[config.mk]
export PLATFORM = sky130hd
export DESIGN_NAME = tt_sweep_capture
export DESIGN_NICKNAME = d
export VERILOG_FILES = /design/src/rtl/tt_sweep_capture.sv
export SDC_FILE = /design/constraint.sdc
export NUM_CORES = 1
export LEC_CHECK = 0
export ABC_CLOCK_PERIOD_IN_PS = 1900
export BUFFER_PORTS_ARGS = -buffer_cell sky130_fd_sc_hd__buf_4
export CORE_AREA = 2 2 60 62
export DETAILED_ROUTE_END_ITERATION = 10
export DIE_AREA = 0 0 62 64
export HOLD_SLACK_MARGIN = 0.08
export PLACE_DENSITY = 0.79
export REMOVE_ABC_BUFFERS = 1
export SYNTH_ARGS = -nofsm -noshare
export SYNTH_HDL_FRONTEND = slang
export SYNTH_SLANG_ARGS = --single-unit
[constraint.sdc]
create_clock -name clk -period 1.9 [get_ports clk]
set_clock_uncertainty 0.15 [all_clocks]
set_input_delay 0.19 -clock clk [delete_from_list [all_inputs] [get_ports clk]]
set_output_delay 0.19 -clock clk [all_outputs]
set_load 0.1 [all_outputs]
[src/rtl/tt_sweep_capture.sv]
// Truth-table sweeper for 4-input function blocks: drives all 16 vectors,
// samples f_in after a settle time and packs the results into a minterm word.
module tt_sweep_capture #(
    parameter int SETTLE_CYCLES = 2
) (
    input  logic        clk,
    input  logic        rst,
    input  logic        start,
    output logic        a,
    output logic        b,
    output logic        c,
    output logic        d,
    input  logic        f_in,
    output logic        busy,
    output logic        done,
    output logic [15:0] minterms,
    output logic [4:0]  ones_count
);

    typedef enum logic [1:0] {IDLE, SETTLE, SAMPLE, DONE} state_t;

    localparam logic [3:0] SETTLE_LAST = 4'(SETTLE_CYCLES - 1);

    state_t     state, state_d;
    logic [3:0] idx;
    logic [3:0] settle_cnt;
    logic [3:0] vec;

    assign {a, b, c, d} = vec;

    always_comb begin
        state_d = state;
        unique case (state)
            IDLE:    if (start) state_d = SETTLE;
            SETTLE:  if (settle_cnt == SETTLE_LAST) state_d = SAMPLE;
            SAMPLE:  state_d = (idx == 4'hF) ? DONE : SETTLE;
            DONE:    state_d = IDLE;
            default: state_d = IDLE;
        endcase
    end

    always_ff @(posedge clk) begin
        if (rst) begin
            state      <= IDLE;
            idx        <= 4'd0;
            settle_cnt <= 4'd0;
            vec        <= 4'd0;
            busy       <= 1'b0;
            done       <= 1'b0;
            minterms   <= 16'h0000;
            ones_count <= 5'd0;
        end else begin
            state <= state_d;
            unique case (state)
                IDLE: begin
                    if (start) begin
                        idx        <= 4'd0;
                        settle_cnt <= 4'd0;
                        vec        <= 4'd0;
                        busy       <= 1'b1;
                        minterms   <= 16'h0000;
                        ones_count <= 5'd0;
                    end
                end
                SETTLE: settle_cnt <= settle_cnt + 4'd1;
                SAMPLE: begin
                    minterms[idx] <= f_in;
                    ones_count    <= ones_count + {4'd0, f_in};
                    // Last vector: release the bus and flag completion together
                    if (idx == 4'hF) begin
                        busy <= 1'b0;
                        vec  <= 4'd0;
                        done <= 1'b1;
                    end else begin
                        idx        <= idx + 4'd1;
                        vec        <= idx + 4'd1;
                        settle_cnt <= 4'd0;
                    end
                end
                DONE:    done <= 1'b0;
                default: ;
            endcase
        end
    end

endmodule

### Yosys cells after proc, flatten, opt, wreduce, memory -nomap -nowiden

Cells that the tools add are included.

| storage, ports and cells | value |
|---|---|
| bits of input ports | 4 |
| logic and storage cells | 56 |
| register bits | 37 |

| operators by class | value |
|---|---|
| eq/ne operators | 9 |
| reduce and logical (&&, ||, !) cells | 11 |
| mux-type cells | 23 |
| magnitude comparators | 2 |
| $add $sub $neg | 3 |

Operator list:

| cell | count |
|---|---|
| case mux 16 bit (2 select lines) | 1 |
| bitwise mux 16 bit | 1 |
| two-way mux 16 bit | 1 |
| two-way mux 4 bit | 4 |
| case mux 4 bit (2 select lines) | 2 |
| case mux 4 bit (3 select lines) | 1 |
| case mux 5 bit (2 select lines) | 1 |
| AND reduction 3 bit | 3 |
| adder 4 x 1 -> 4 bit, second input constant | 2 |
| inequality test 2 bit, second input constant | 4 |
| case mux 2 bit (4 select lines) | 1 |
| two-way mux 2 bit | 3 |
| AND reduction 2 bit | 3 |
| adder 5 x 1 -> 5 bit | 1 |
| < comparator 4 x 5 -> 1 bit, second input constant | 1 |
| two-way mux 5 bit | 1 |
| demux 1 bit (select 4 bit) | 1 |
| equality test 2 bit, second input constant | 2 |
| equality test 4 x 1 -> 1 bit, second input constant | 1 |
| equality test 4 bit, second input constant | 1 |
| >= comparator 4 x 1 -> 1 bit, second input constant | 1 |
| two-way mux 1 bit | 4 |
| case mux 1 bit (2 select lines) | 2 |
| nonzero test 2 bit | 2 |
| 4 further kinds | 4 |

### Depth between registers and ports, before layout

| depth | value |
|---|---|
| depth after elaboration | 6 |
| depth in mapped cells | 6 |

### Least setup slack after synthesis

Ideal clock, no wire load.

| timing path | value |
|---|---|
| path kind | register to register |
| start | register ones_count[0] |
| end | register ones_count[4] |
| clock period less this slack | 2162 ps |
| buffers on the path | 0 |
| cell stages (with the launch flop) | 7 |
| arrival | 1921 ps |
| setup slack | -262 ps |
| path through | dfxtp_1 ha_1 ha_1 nand3_1 nor2_1 nor2_1 a311oi_1 |

| on the way | value |
|---|---|
| cells in the longest elaborated chain, start to end | 2 |

Ends and longest elaborated chain:

| element | line | text |
|---|---|---|
| from (decl) | 17 | `output logic [4:0] ones_count` |
| from (signal assigned) | 68 | `ones_count <= ones_count + {4'd0, f_in};` |
| adder 5 x 1 -> 5 bit | 68 |  |
| case mux 5 bit (2 select lines) | 54 | `unique case (state)` |

Every way passes these cells.
A chain may end at the register's enable or synchronous reset.

### Worst setup path in the final report

| timing path | value |
|---|---|
| start | register state[0] |
| end | register settle_cnt[3] |

| on the way | value |
|---|---|
| cells in the longest elaborated chain, start to end | 3 |
| elaborated cells on any way between the ends | 8 |

Ends and longest elaborated chain:

| element | line | text |
|---|---|---|
| from (decl) | 24 | `state_t state, state_d;` |
| from (signal assigned) | 53 | `state <= state_d;` |
| equality test 2 bit (tied with other cells) | 54 |  |
| inequality test 2 bit (no line) or nonzero test 3 bit (tied branches) | - |  |
| AND reduction 3 bit (no line) | - |  |
| to (signal assigned) | 65 | `SETTLE: settle_cnt <= settle_cnt + 4'd1;` |
| to (decl) | 26 | `logic [3:0] settle_cnt;` |

Parallel ways exist; a longest one is shown, timed or not.

==> flow_summary.yaml <==
placement:
  place.port_buffers: 30
  preCtsSetupSlack_ns: 0.2262
  post_dp_cell_area_um2: 1993
  detailed_place_hpwl_um: 2614
  place_congestion: 0.7811
setup_path:
  r2r_depth: 4
  reg2reg_to: "settle_cnt[3]"
  timing.critical_path.required_ns: 2.00
  start_kind: "flop"
  timing.setup.critical_path_class: "flop to flop"
  worstReg2RegStart: "state[0]"
  path_max_fanout: 16
  timing.reg2reg.setup_slack_ns: 0.19
  endpoint_kind: "flop"
  arrival_ns: 1.80
detailed_routing:
  drt_iter0_markers: 80
  drc: 0
  route.detailed.vias_per_inst: 5.491
  drt_pre_antenna_iters: 4
  drtAntennaViolNets: 0
  vias_after_detailed_routing: 1488
  postRouteWirelength_um: 3625
  dr_wl_cell_um: 13.38
power_and_ir_drop:
  p_leak_nw: 0.7808
  power_per_cell_area_nw_per_um2: 649.9
  finalPower_w: 0.001340
  switching_share_pct: 26.51
  internal_power_w: 0.0009848
  highest_ir_drop_seen_on_vdd_mv: 0.5000
  part_of_the_power_in_the_clock_network_pct: 28.6
  switching_power_w: 0.0003552
  power.share.sequential_pct: 59.9
  combPwrFrac_pct: 11.4
logic_synthesis:
  yosysSeqAreaShare_pct: 43.37
  synth_cells: 190
  synthesis.area_um2: 1708
  yosysWarnings: 0
  mean_cell_area_of_the_mapped_netlist_um2: 8.989
  synth.ff_latch_count: 37
  synth_cell_type_count: 37
global_routing:
  first_pass_grt_wire_length_um: 6251
  busiest_layer: "met2"
  pin_count_of_the_biggest_net_entering_global_routing: 35
  global_route.overflow_total: 0
  groute.layer.met2.usage_pct: 32.16
  grt_antenna_before_repair: 0
  grt.total_usage_pct: 20.71
  number_of_global_route_vias_before_repair: 1404
  grtUsageMet1_pct: 27.56
  grt.met3_usage_pct: 4.858
timing:
  max_clock_freq_mhz: 586.1
  rsz0062_at_grt: "false"
  layout_min_cycle_time_ns: 1.706
  slew_viol_final: 0
  post-route-period-util_pct: 89.80
  worst-slew-pin-transition_ns: 0.4893
  timing.slew.headroom_pct: 67.08
  finalHoldViolations: 0
  timing.setup.tns_ns: 0
  final-setup-viol-count: 0
  post-route-worst-setup-slack_ns: 0.1938
floorplanning:
  fp-row-count: 21
  ios: 31
  fp.dieArea_um2: 3968
  placeableCoreArea_um2: 3284
  die_height_um: 64
  initial_standard_cell_utilization_of_the_core_pct: 52.00
  die_width_um: 62
clock_tree:
  cts_buffers: 5
  postCtsSetupRepairBufs: 0
  clk_path_buf_depth: 2
  ctsHtreeMaxLevel: 2
  insertion_delay_ns: 0.34
  ctsRootBufferMaster: "sky130_fd_sc_hd__clkbuf_4"
  path_clk_slew_ns: 0.10
  number_of_clock_sinks_seen_by_cts: 37
  cts_tree: "done"
finish:
  fin_nets: 237
  n_antenna_cell: 0
  final_cell_utilization_of_the_core_pct: 62.78
  synth_to_layout_area_growth_pct: 20.73
  fin_area_um2: 2062
  drive_gt1_share_pct: 22.22
  multi_input_area_um2: 887.1
  ff_latch_area_um2: 740.7
  layout_commonest_cell: "sky130_fd_sc_hd__buf_4"
  layout_common_cells: "sky130_fd_sc_hd__buf_4, sky130_fd_sc_hd__dfxtp_1, sky130_fd_sc_hd__nand2_1"
  fillerInstances: 322
job:
  max_cap_viol_count: 0
min_path:
  worst_hold_path_type: "primary input to flop"
  min_delay_worst_endpoint: "idx[2]"
  worstHoldPathCells: 3
  hold_start: "start"
status:
  status: "complete, no violations"
[kinds of logic after synthesis]
family	share of synthesized area, %
AO/OA/AOI/OAI	24.54
XOR/XNOR	1.539
adder cells (fa/ha/maj)	6.594
buffers and inverters	4.688
flip-flops	43.37
multiplexers	0.5861
AND/OR/NAND/NOR	18.68
[power by group through the flow]
stage | logic (W) | clock network [W] | registers (W)
after global routing | 0.000168 | 0.000435 | 0.000806
after floorplan | 0.0000639 | 0 | 0.000850
after global placement | 0.000149 | 0 | 0.000821
final | 0.000153 | 0.000384 | 0.000803
after detailed placement | 0.000150 | 0 | 0.000821
after CTS | 0.000154 | 0.000402 | 0.000803
[metal layers]
layer,vias to the layer above,routed length [um]
met5,-,0
met4,0,59
met3,6,130
met2,27,1748
met1,690,1687
li1,765,-
[cell usage after synthesis]
master / count / share of area [%]
sky130_fd_sc_hd__dfxtp_1: 37 / 43
sky130_fd_sc_hd__nand2_1: 21 / 4.6
sky130_fd_sc_hd__nor2_1: 16 / 3.5
sky130_fd_sc_hd__a21oi_1: 12 / 3.5
sky130_fd_sc_hd__a211oi_1: 11 / 4.8
sky130_fd_sc_hd__a22oi_1: 11 / 4.8
sky130_fd_sc_hd__clkbuf_1: 10 / 2.2
sky130_fd_sc_hd__ha_1: 9 / 6.6
sky130_fd_sc_hd__o21ai_0: 7 / 2.1
sky130_fd_sc_hd__a32o_1: 6 / 3.5
sky130_fd_sc_hd__nand3_1: 5 / 1.5
sky130_fd_sc_hd__a311oi_1: 4 / 2.1
sky130_fd_sc_hd__inv_1: 4 / 0.88
sky130_fd_sc_hd__buf_4: 3 / 1.3
sky130_fd_sc_hd__nand2b_1: 3 / 1.1
sky130_fd_sc_hd__nor2b_1: 3 / 1.1
sky130_fd_sc_hd__nor3_1: 3 / 0.88
sky130_fd_sc_hd__a41oi_1: 2 / 1.0
sky130_fd_sc_hd__and2_1: 2 / 0.73
sky130_fd_sc_hd__nor4_1: 2 / 0.73
sky130_fd_sc_hd__o21bai_1: 2 / 0.88
sky130_fd_sc_hd__xnor2_1: 2 / 1.0
sky130_fd_sc_hd__a21o_1: 1 / 0.44
sky130_fd_sc_hd__a31oi_1: 1 / 0.37
sky130_fd_sc_hd__and3_1: 1 / 0.37
sky130_fd_sc_hd__buf_2: 1 / 0.29
sky130_fd_sc_hd__mux2i_1: 1 / 0.59
sky130_fd_sc_hd__nand3_2: 1 / 0.59
sky130_fd_sc_hd__nor2b_4: 1 / 0.81
sky130_fd_sc_hd__nor3_2: 1 / 0.59
sky130_fd_sc_hd__nor4_2: 1 / 0.73
sky130_fd_sc_hd__o21ba_2: 1 / 0.59
sky130_fd_sc_hd__o31ai_1: 1 / 0.44
sky130_fd_sc_hd__or2_2: 1 / 0.37
sky130_fd_sc_hd__or3b_1: 1 / 0.51
sky130_fd_sc_hd__or4b_1: 1 / 0.59
sky130_fd_sc_hd__xor2_1: 1 / 0.51
[cell type report]
class                   instances  share of cell area [%]
multi-input cells             135                   43.02
flip-flops and latches         37                   35.92
repair buffers                 41                   15.17
inverters                       4                  0.7282
clock buffers                   8                   2.367
well taps                      46                   2.791
[sequential cells by signal (all words and copies together), names as in the netlist]
register,cells
busy,1
done,1
idx,4
minterms,16
ones_count,5
settle_cnt,4
state,2
vec,4
[worst max-delay path, stage by stage (launching register included)]
cell                       delay, ns
sky130_fd_sc_hd__dfxtp_1        0.60
sky130_fd_sc_hd__nor2b_1        0.11
sky130_fd_sc_hd__and2_1         0.23
sky130_fd_sc_hd__o21bai_1       0.24
sky130_fd_sc_hd__a311oi_1       0.30
[metrics by stage]
step                instances  hold slack, ns
detailed placement        261          0.2974
floorplan                 176          0.1091
finish                    271          0.1476
CTS                       271          0.1300
global placement          261          0.2934
global route              271          0.1584
[repair_timing]
item,in CTS,in global routing
resized for setup,0,0
setup endpoints to repair,0,0
endpoints found under the hold margin,2,0
hold buffers,2,0
[how the worst max path moves through the flow]
stage	start	endpoint	slack [ns]	cells past startpoint
2_1_floorplan	ones_count[0]	ones_count[4]	-0.26	6
3_3_place_gp	state[1]	minterms[8]	0.29	4
3_5_place_dp	state[0]	settle_cnt[3]	0.23	4
4_1_cts	state[0]	settle_cnt[3]	0.17	4
5_1_grt	idx[1]	settle_cnt[2]	0.03	5
6_report	state[0]	settle_cnt[3]	0.19	4
No activity file was read; power rests on OpenSTA's default activity.
